--- src/rtl/rs_muldiv_pkg.sv ---
// Shared constants for the MUL/DIV reservation station, issue stage and CDB arbiter.
package rs_muldiv_pkg;

    localparam int DATA_W  = 12;
    localparam int TAG_W   = 3;
    localparam int OP_W    = 3;
    localparam int LABEL_W = 2;

    localparam logic [TAG_W-1:0] TAG_NONE = 3'd0;
    localparam logic [OP_W-1:0]  OP_MUL   = 3'b010;
    localparam logic [OP_W-1:0]  OP_DIV   = 3'b011;

    // FU-side state: idle (may dispatch) or one operation in flight
    typedef enum logic {
        FU_IDLE = 1'b0,
        FU_BUSY = 1'b1
    } fu_state_e;

    // Only MUL and DIV belong in this station
    function automatic logic is_muldiv_op(input logic [OP_W-1:0] op);
        return (op == OP_MUL) || (op == OP_DIV);
    endfunction

    // A pending operand wakes when a valid broadcast carries its producer tag; tag 0 never matches
    function automatic logic tag_hit(input logic cdb_valid,
                                     input logic [TAG_W-1:0] cdb_tag,
                                     input logic [TAG_W-1:0] q);
        return cdb_valid && (q != TAG_NONE) && (q == cdb_tag);
    endfunction

endpackage

--- src/rtl/rs_entry.sv ---
// One reservation-station entry: operand capture at allocation, CDB snoop, busy/inflight tracking.
module rs_entry
    import rs_muldiv_pkg::*;
(
    input  logic              clk,
    input  logic              rst,
    input  logic              alloc,
    input  logic [OP_W-1:0]   alloc_op,
    input  logic [DATA_W-1:0] alloc_vj,
    input  logic [DATA_W-1:0] alloc_vk,
    input  logic [TAG_W-1:0]  alloc_qj,
    input  logic [TAG_W-1:0]  alloc_qk,
    input  logic              cdb_valid,
    input  logic [TAG_W-1:0]  cdb_tag,
    input  logic [DATA_W-1:0] cdb_data,
    input  logic              set_inflight,
    input  logic              free,
    output logic              busy,
    output logic              ready,
    output logic [OP_W-1:0]   op,
    output logic [DATA_W-1:0] vj,
    output logic [DATA_W-1:0] vk
);

    logic              busy_q, busy_d;
    logic              inflight_q, inflight_d;
    logic [OP_W-1:0]   op_q, op_d;
    logic [DATA_W-1:0] vj_q, vj_d;
    logic [DATA_W-1:0] vk_q, vk_d;
    logic [TAG_W-1:0]  qj_q, qj_d;
    logic [TAG_W-1:0]  qk_q, qk_d;

    // Next-state: free/inflight control, snoop of pending operands, allocation with same-cycle bypass
    always_comb begin
        busy_d     = busy_q;
        inflight_d = inflight_q;
        op_d       = op_q;
        vj_d       = vj_q;
        vk_d       = vk_q;
        qj_d       = qj_q;
        qk_d       = qk_q;

        if (free) begin
            busy_d     = 1'b0;
            inflight_d = 1'b0;
        end
        if (set_inflight) begin
            inflight_d = 1'b1;
        end

        if (busy_q && tag_hit(cdb_valid, cdb_tag, qj_q)) begin
            vj_d = cdb_data;
            qj_d = TAG_NONE;
        end
        if (busy_q && tag_hit(cdb_valid, cdb_tag, qk_q)) begin
            vk_d = cdb_data;
            qk_d = TAG_NONE;
        end

        // Allocation only targets a free slot, so it never overlaps free/snoop above
        if (alloc) begin
            busy_d     = 1'b1;
            inflight_d = 1'b0;
            op_d       = alloc_op;
            if (tag_hit(cdb_valid, cdb_tag, alloc_qj)) begin
                vj_d = cdb_data;
                qj_d = TAG_NONE;
            end else begin
                vj_d = alloc_vj;
                qj_d = alloc_qj;
            end
            if (tag_hit(cdb_valid, cdb_tag, alloc_qk)) begin
                vk_d = cdb_data;
                qk_d = TAG_NONE;
            end else begin
                vk_d = alloc_vk;
                qk_d = alloc_qk;
            end
        end
    end

    // Control flops: reset clears occupancy
    always_ff @(posedge clk) begin
        if (rst) begin
            busy_q     <= 1'b0;
            inflight_q <= 1'b0;
        end else begin
            busy_q     <= busy_d;
            inflight_q <= inflight_d;
        end
    end

    // Payload flops: meaningful only while busy, so no reset
    always_ff @(posedge clk) begin
        op_q <= op_d;
        vj_q <= vj_d;
        vk_q <= vk_d;
        qj_q <= qj_d;
        qk_q <= qk_d;
    end

    assign busy  = busy_q;
    assign ready = busy_q && !inflight_q && (qj_q == TAG_NONE) && (qk_q == TAG_NONE);
    assign op    = op_q;
    assign vj    = vj_q;
    assign vk    = vk_q;

endmodule

--- src/rtl/rs_muldiv.sv ---
// MUL/DIV reservation station: allocates issued ops, waits for operands, dispatches one at a time.
module rs_muldiv
    import rs_muldiv_pkg::*;
#(
    parameter int               DEPTH    = 2,
    parameter logic [TAG_W-1:0] BASE_TAG = 3'd5
) (
    input  logic              Clock,
    input  logic              Reset,
    input  logic              IssueValid,
    input  logic [2:0]        IssueOp,
    input  logic [11:0]       IssueVj,
    input  logic [11:0]       IssueVk,
    input  logic [2:0]        IssueQj,
    input  logic [2:0]        IssueQk,
    output logic              IssueReady,
    output logic [2:0]        IssueTag,
    input  logic              CdbValid,
    input  logic [2:0]        CdbTag,
    input  logic [11:0]       CdbData,
    output logic              FuEn,
    output logic [11:0]       FuRx,
    output logic [11:0]       FuRy,
    output logic [2:0]        FuOp,
    output logic [1:0]        FuLabel,
    input  logic              FuDone,
    input  logic [1:0]        FuLabelIn
);

    logic [DEPTH-1:0]  ent_busy;
    logic [DEPTH-1:0]  ent_ready;
    logic [DEPTH-1:0]  ent_alloc;
    logic [DEPTH-1:0]  ent_set_inflight;
    logic [DEPTH-1:0]  ent_free;
    logic [OP_W-1:0]   ent_op [DEPTH];
    logic [DATA_W-1:0] ent_vj [DEPTH];
    logic [DATA_W-1:0] ent_vk [DEPTH];

    logic [LABEL_W-1:0] free_idx;
    logic               issue_ok;
    logic               sel_found;
    logic [LABEL_W-1:0] sel_idx;
    logic [OP_W-1:0]    sel_op;
    logic [DATA_W-1:0]  sel_vj;
    logic [DATA_W-1:0]  sel_vk;
    logic               done_hit;

    fu_state_e          state_q, state_d;
    logic [DATA_W-1:0]  rx_q, rx_d;
    logic [DATA_W-1:0]  ry_q, ry_d;
    logic [OP_W-1:0]    op_q, op_d;
    logic [LABEL_W-1:0] label_q, label_d;

    genvar g;
    generate
        for (g = 0; g < DEPTH; g++) begin : g_entry
            rs_entry u_entry (
                .clk          (Clock),
                .rst          (Reset),
                .alloc        (ent_alloc[g]),
                .alloc_op     (IssueOp),
                .alloc_vj     (IssueVj),
                .alloc_vk     (IssueVk),
                .alloc_qj     (IssueQj),
                .alloc_qk     (IssueQk),
                .cdb_valid    (CdbValid),
                .cdb_tag      (CdbTag),
                .cdb_data     (CdbData),
                .set_inflight (ent_set_inflight[g]),
                .free         (ent_free[g]),
                .busy         (ent_busy[g]),
                .ready        (ent_ready[g]),
                .op           (ent_op[g]),
                .vj           (ent_vj[g]),
                .vk           (ent_vk[g])
            );
        end
    endgenerate

    // Allocation (lowest free slot) and selection (lowest ready slot); descending scan lets the lowest win
    always_comb begin
        free_idx  = '0;
        sel_found = 1'b0;
        sel_idx   = '0;
        sel_op    = '0;
        sel_vj    = '0;
        sel_vk    = '0;
        for (int i = DEPTH - 1; i >= 0; i--) begin
            if (!ent_busy[i]) begin
                free_idx = LABEL_W'(i);
            end
            if (ent_ready[i]) begin
                sel_found = 1'b1;
                sel_idx   = LABEL_W'(i);
                sel_op    = ent_op[i];
                sel_vj    = ent_vj[i];
                sel_vk    = ent_vk[i];
            end
        end
        IssueReady = !(&ent_busy);
        IssueTag   = BASE_TAG + TAG_W'(free_idx);
        issue_ok   = IssueValid && IssueReady && is_muldiv_op(IssueOp);
        for (int i = 0; i < DEPTH; i++) begin
            ent_alloc[i] = issue_ok && (free_idx == LABEL_W'(i));
        end
    end

    // FU handshake FSM: dispatch only when idle, hold operands until the matching Done
    always_comb begin
        state_d          = state_q;
        rx_d             = rx_q;
        ry_d             = ry_q;
        op_d             = op_q;
        label_d          = label_q;
        ent_set_inflight = '0;
        ent_free         = '0;
        done_hit         = 1'b0;
        case (state_q)
            FU_IDLE: begin
                if (sel_found) begin
                    state_d = FU_BUSY;
                    rx_d    = sel_vj;
                    ry_d    = sel_vk;
                    op_d    = sel_op;
                    label_d = sel_idx;
                    for (int i = 0; i < DEPTH; i++) begin
                        ent_set_inflight[i] = (sel_idx == LABEL_W'(i));
                    end
                end
            end
            FU_BUSY: begin
                done_hit = FuDone && (FuLabelIn == label_q);
                if (done_hit) begin
                    state_d = FU_IDLE;
                    for (int i = 0; i < DEPTH; i++) begin
                        ent_free[i] = (label_q == LABEL_W'(i));
                    end
                end
            end
            default: state_d = FU_IDLE;
        endcase
    end

    // FU state and registered FU outputs
    always_ff @(posedge Clock) begin
        if (Reset) begin
            state_q <= FU_IDLE;
            rx_q    <= '0;
            ry_q    <= '0;
            op_q    <= '0;
            label_q <= '0;
        end else begin
            state_q <= state_d;
            rx_q    <= rx_d;
            ry_q    <= ry_d;
            op_q    <= op_d;
            label_q <= label_d;
        end
    end

    assign FuEn    = (state_q == FU_BUSY);
    assign FuRx    = rx_q;
    assign FuRy    = ry_q;
    assign FuOp    = op_q;
    assign FuLabel = label_q;

endmodule

--- config.mk ---
export PLATFORM = sky130hd
export DESIGN_NAME = rs_muldiv
export DESIGN_NICKNAME = d
export VERILOG_FILES = /design/src/rtl/rs_muldiv_pkg.sv /design/src/rtl/rs_entry.sv /design/src/rtl/rs_muldiv.sv
export SDC_FILE = /design/constraint.sdc
export NUM_CORES = 1
export LEC_CHECK = 0
export ABC_AREA = 1
export ABC_CLOCK_PERIOD_IN_PS = 3800
export BUFFER_PORTS_ARGS = -buffer_cell sky130_fd_sc_hd__buf_2
export CAP_MARGIN = 10
export CORE_MARGIN = 2
export CORE_UTILIZATION = 40
export DETAILED_ROUTE_END_ITERATION = 6
export PLACE_DENSITY = 0.67
export SKIP_CTS_REPAIR_TIMING = 1
export SYNTH_ARGS = -nofsm -noshare
export SYNTH_HDL_FRONTEND = slang
export SYNTH_HIERARCHICAL = 1
export SYNTH_SLANG_ARGS = --single-unit
--- constraint.sdc ---
create_clock -name Clock -period 3.8 [get_ports Clock]
set_input_delay 0.19 -clock Clock [delete_from_list [all_inputs] [get_ports Clock]]
set_output_delay 0.19 -clock Clock [all_outputs]
set_load 0.1 [all_outputs]
==> results of run 1 <==
[state kept, by name (all words and copies together), names as in the netlist]
signal / count
g_entry.u_entry/busy: 2
g_entry.u_entry/qj_q: 6
g_entry.u_entry/inflight_q: 2
g_entry.u_entry/vj: 24
FuOp: 3
FuLabel: 1
FuRy: 12
g_entry.u_entry/qk_q: 6
g_entry.u_entry/vk: 24
g_entry.u_entry/op: 6
FuEn: 1
FuRx: 12
[how the worst max path moves through the flow]
stage | depth (start not counted) | start | to | slack (ps)
final | 5 | g_entry[1].u_entry/busy | g_entry[0].u_entry/vj[10] | 1540
after CTS | 5 | g_entry[1].u_entry/busy | g_entry[0].u_entry/vk[2] | 1530
after floorplan | 7 | g_entry[0].u_entry/busy | g_entry[1].u_entry/qj_q[0] | 380
after detailed placement | 5 | g_entry[1].u_entry/busy | g_entry[0].u_entry/vk[6] | 1550
after global placement | 5 | g_entry[1].u_entry/busy | g_entry[0].u_entry/vj[4] | 1660
after global routing | 5 | g_entry[1].u_entry/busy | g_entry[0].u_entry/qk_q[2] | 1370
[cells in the final DEF (no fill, tap or decap), types with 3 or more instances in the layout]
cell / n
nand2_1: 215
buf_2: 86
nand3_1: 82
nor2_1: 78
edfxtp_1: 66
inv_1: 34
dfxtp_1: 33
o21ai_0: 21
o21ai_1: 12
clkbuf_16: 9
nor2_2: 7
nor3_1: 6
nand2_2: 6
inv_2: 5
a21oi_1: 5
buf_4: 5
nand3_2: 4
xnor2_1: 4
nand4_1: 3
[stage by stage]
stage / power (uW) / setup WS (ps) / instances
after detailed placement: 1391 / 1547 / 848
after floorplan: 1312 / 378.1 / 619
after global routing: 2412 / 1374 / 864
after CTS: 2361 / 1531 / 864
final: 2344 / 1543 / 864
after global placement: 1385 / 1658 / 848
[power by group through the flow]
stage	sequential (uW)	clock, uW	combinational (uW)
final	1170	975	195
after global routing	1170	1020	214
after CTS	1170	994	194
after detailed placement	1200	0	193
after global placement	1200	0	188
after floorplan	1200	0	110
[cells by family (layout without fill, tap and decap cells)]
group,Yosys count,in the layout
compound gates,39,39
other cells,2,2
flops,99,99
simple gates,404,404
buf+inv,71,148
xor+xnor,4,4
[layer usage]
| layer | up-vias | share of wire (%) | global-route usage, % |
|---|---|---|---|
| li1 | 2153 | - | - |
| met1 | 2045 | 41 | 25.06 |
| met2 | 184 | 49 | 34.51 |
| met3 | 27 | 6.7 | 2.952 |
| met4 | 0 | 3.4 | 10.20 |
| met5 | - | 0 | 0 |
[cell type report]
type	count	area (sq um)	area share (%)
inverters	41	158.9	2.763
flip-flops and latches	99	2643	45.95
repair buffers	91	467.9	8.138
clock buffers	11	242.7	4.221
multi-input cells	449	1952	33.94
well taps	168	210.2	3.655
clock inverters	5	76.32	1.327
==> flow_summary.toml, run 1 <==
[synthesis]
synth.top_cell.area_share_pct = 40.07
yosysMostFrequentCell = "nand2_1"
synth_edf_count = 66
syn_nets = 674
synth_warnings = 6
ys.flop_type = "edfxtp_1"
synth-compound-area-share_pct = 3.997
syn_inst = 619
yosys.area_share.simple_pct = 34.25
yosysSeqAreaShare_pct = 53.43
synth-async-reset-ratio_pct = 0
synth-seq-cells = 99
synth_top_family_by_area = "simple AND/OR/NAND/NOR gates"
synth_top_area_cell = "edfxtp_1"
synthAdderAreaFrac_pct = 0
ys_top_cells_by_count = "215 x nand2_1, 82 x nand3_1, 81 x nor2_1"
synth_cell_type_count = 25
synth_area_sq_um = 4946
synth_xor_area_share_pct = 0.7083
yosys-top-cells-area = "edfxtp_1 40%, nand2_1 16%, dfxtp_1 13%"
synthMuxAreaShare_pct = 0
synth_area_per_cell_sq_um = 7.990

[cells_and_area]
post-route-util_pct = 47.68
layout-drive-gt1-share_pct = 18.97
nNetsFinal = 746
fill_cells = 1162
n_antenna_cell = 0
area_growth_pct = 16.27
fin_area_sq_um = 5751

[worst_setup_path]
cp_cell_sequence = "nand2_1 -> nand4_1 -> nor2_2 -> inv_1 -> nand2_1"
critPathArrivalTime_ps = 2240
cp_slowest_stage_delay_ps = 580
cp_top_family = "simple AND/OR/NAND/NOR gates"
crit_fanout = 15
crit_required_ps = 3780
r2r_setup_slack_ps = 1540
worst-path-buf-inv = 1
rr_worst_depth = 5
reg2reg_to = "g_entry[0].u_entry/vj[10]"
critPathCaptureType = "flop"
crit_type = "flop to flop"
timing.rr.start = "g_entry[1].u_entry/busy"
cpMostUsedCell = "nand2_1"
worst_path_max_delay_cell = "nor2_2"
worst_setup_path_start_kind = "flop"

[detailed_routing]
route.detailed.drc = 0
via_per_inst = 5.103
vias = 4409
routed_wirelength_um = 13070
dr.pass1.iters = 5
drt-wirelength-per-cell_um = 15.13
drtIter0Drc = 310
ant_nets = 0

[floorplanning]
dieArea_sq_um = 13270
start_util_pct = 41.01
fp.coreArea_sq_um = 12060
ioPinCount = 89
die_h_um = 115.2
die_x_um = 115.2
rows = 40

[min_path]
whs_path_depth = 1
hp-class = "primary input to flop"
min-delay-start = "IssueOp[0]"
min_to = "g_entry[0].u_entry/op[0]"

[pwr]
comb_power_share_pct = 8.3
ir_drop_mv = 0.2050
power_switching_uw = 529.9
p_leak_uw = 0.002769
sequentialPowerShare_pct = 50.1
power_frac_clock_pct = 41.6
switching_share_pct = 22.61
intPower_uw = 1814
powerDensity_nw_per_um2 = 407.6

[timing]
final-setup-viol-count = 0
skew_ps = 5.343
post-route-period-util_pct = 59.40
final_max_slew_viol_count = 0
fin_crit_ps = 2257
timing.fmax_ghz = 0.4430
hold_viol = 0
setup_tns_ps = 0
worstMarginPinSlew_ps = 768.9
holdWs_ps = 43.82
rsz0062_at_grt = "false"
relSlewSlack_pct = 48.69

[place]
port_buffers = 86
placement.cell_area_sq_um = 5431
dp_hpwl_um = 9275
gp_congestion = 0.8585

[global_route]
grt.overflow.total = 0
grt_usage_pct = 20.24
first_global_vias = 4049
grt_max_degree = 32
antenna_found_initial = 0
grt_pass1_wl_um = 20180

[clock_tree]
clk_path_buf_depth = 2
cts-root-buf = "clkbuf_16"
cts_tree = "yes"
htreeDepth = 3
cts_sinks = 99
insertion_delay_ps = 350
clkTransAtPathRegs_ps = 60
cts_buffers = 9

[outcome]
outcome = "complete, no violations"

[job]
drv_cap = 0
Note: power is estimated with default switching activity, not from simulation.
==> run 2: changes to the inputs <==
--- a/config.mk
+++ b/config.mk
@@ -6,13 +6,13 @@
 export NUM_CORES = 1
 export LEC_CHECK = 0
 export ABC_AREA = 1
-export ABC_CLOCK_PERIOD_IN_PS = 3800
+export ABC_CLOCK_PERIOD_IN_PS = 2000
 export BUFFER_PORTS_ARGS = -buffer_cell sky130_fd_sc_hd__buf_2
 export CAP_MARGIN = 10
 export CORE_MARGIN = 2
 export CORE_UTILIZATION = 40
 export DETAILED_ROUTE_END_ITERATION = 6
-export PLACE_DENSITY = 0.67
+export PLACE_DENSITY = 0.7
 export SKIP_CTS_REPAIR_TIMING = 1
 export SYNTH_ARGS = -nofsm -noshare
 export SYNTH_HDL_FRONTEND = slang
==> constraint.sdc (replaced) <==
create_clock -name Clock -period 2 [get_ports Clock]
set_input_delay 0.1 -clock Clock [delete_from_list [all_inputs] [get_ports Clock]]
set_output_delay 0.1 -clock Clock [all_outputs]
set_load 0.1 [all_outputs]
==> flow_summary.toml, run 2 (synthesized netlist as in run 1, its figures left out) <==
[outcome]
outcome = "complete, no violations"

[clock_tree]
clkTransAtPathRegs_ps = 70
clk_path_buf_depth = 2
cts-root-buf = "clkbuf_16"
cts_buffers = 9
cts_sinks = 99
insertion_delay_ps = 350
cts_tree = "yes"
htreeDepth = 3

[floorplanning]
ioPinCount = 89
dieArea_sq_um = 13270
fp.coreArea_sq_um = 12060
die_h_um = 115.2
die_x_um = 115.2
start_util_pct = 41.01
rows = 40

[cells_and_area]
layout-drive-gt1-share_pct = 20.54
n_antenna_cell = 0
final-seq-area_sq_um = 2644
area_growth_pct = 19.30
layout_common_cells = "212 x nand2_1, 86 x buf_2, 82 x nand3_1"
fill_cells = 1170
final_common_cell = "nand2_1"
nNetsFinal = 756
multi_input_area_sq_um = 1989

[timing]
skew_ps = 11.54
relSlewSlack_pct = 66.10
holdWs_ps = 25.21
worstMarginPinSlew_ps = 512.0
rsz0062_at_grt = "false"
final_max_slew_viol_count = 0
timing.fmax_ghz = 0.5695
post-route-period-util_pct = 87.79
final-setup-viol-count = 0
fin_crit_ps = 1756
setup_ws_ps = 244.1
hold_viol = 0

[place]
port_buffers = 86
gp_congestion = 0.8900
pre_cts_ws_ps = 293.0
dp_hpwl_um = 9513

[detailed_routing]
dr.pass1.iters = 5
routed_wirelength_um = 13640
drt-wirelength-per-cell_um = 15.61
via_per_inst = 5.138
route.detailed.drc = 0
vias = 4491
drtIter0Drc = 337
ant_nets = 0

[pwr]
powerDensity_nw_per_um2 = 756.7
p_leak_uw = 0.002830
ir_drop_mv = 0.3812

[worst_setup_path]
worst-path-buf-inv = 1
cp_top_family = "simple AND/OR/NAND/NOR gates"
worst_path_max_delay_cell = "dfxtp_1"
worst_setup_path_start_kind = "flop"
crit_type = "flop to flop"
critPathArrivalTime_ps = 1860
crit_fanout = 15
cp_slowest_stage_delay_ps = 380
crit_required_ps = 2110
cp_cell_sequence = "nand2_2 -> nand4_1 -> nor2_2 -> buf_4 -> nand2_2 -> nand2_1 -> nand2_1"
critPathCaptureType = "flop"

[global_route]
first_global_vias = 4316
grt.overflow.total = 0
grt_usage_pct = 21.46
grt_max_degree = 29
antenna_found_initial = 0
grt_pass1_wl_um = 21600

[job]
drv_cap = 0

[min_path]
hp-class = "primary input to flop"
## run 2: power by group
| group | switching, uW | internal (uW) |
|---|---|---|
| Clock | 756 | 1090 |
| Combinational | 274 | 118 |
| Sequential | 12.0 | 2220 |
| Total | 1040 | 3420 |
## run 2: final cells by class
class	count	share of cell area, %
inverter	41	2.757
tap	168	3.562
timing repair buffer	101	9.924
multi-input combinational	449	33.72
clock buffer	10	3.880
sequential	99	44.80
clock inverter	6	1.357
## run 2: layer usage
metal | wire, um | GRT usage (%) | up-vias
met2 | 6764 | 37.29 | 175
li1 | - | - | 2170
met4 | 424 | 9.960 | 0
met5 | 0 | 0 | -
met1 | 5621 | 26.55 | 2114
met3 | 832 | 2.794 | 32
## run 2: final timing paths
kind / from / to / slack, ps / cells past startpoint
worst min-delay path: IssueOp[2] / g_entry[1].u_entry/op[2] / 30 / 1
worst max-delay path: g_entry[1].u_entry/busy / g_entry[0].u_entry/vk[2] / 240 / 7
worst min register to register: FuRx[5] / FuRx[5] / 490 / 2
worst max register to register: g_entry[1].u_entry/busy / g_entry[0].u_entry/vk[2] / 240 / 7
## run 2: through the flow
step                utilization, %  power (uW)  std cells  area (sq um)  setup TNS [ps]
floorplan                        -        2499        619          5002          -47330
global placement             46.19        2647        856          5572               0
detailed placement           46.19        2660        856          5572               0
CTS                          48.76        4482        872          5881               0
global route                 48.92        4606        874          5901               0
finish                       48.92        4465        874          5901               0
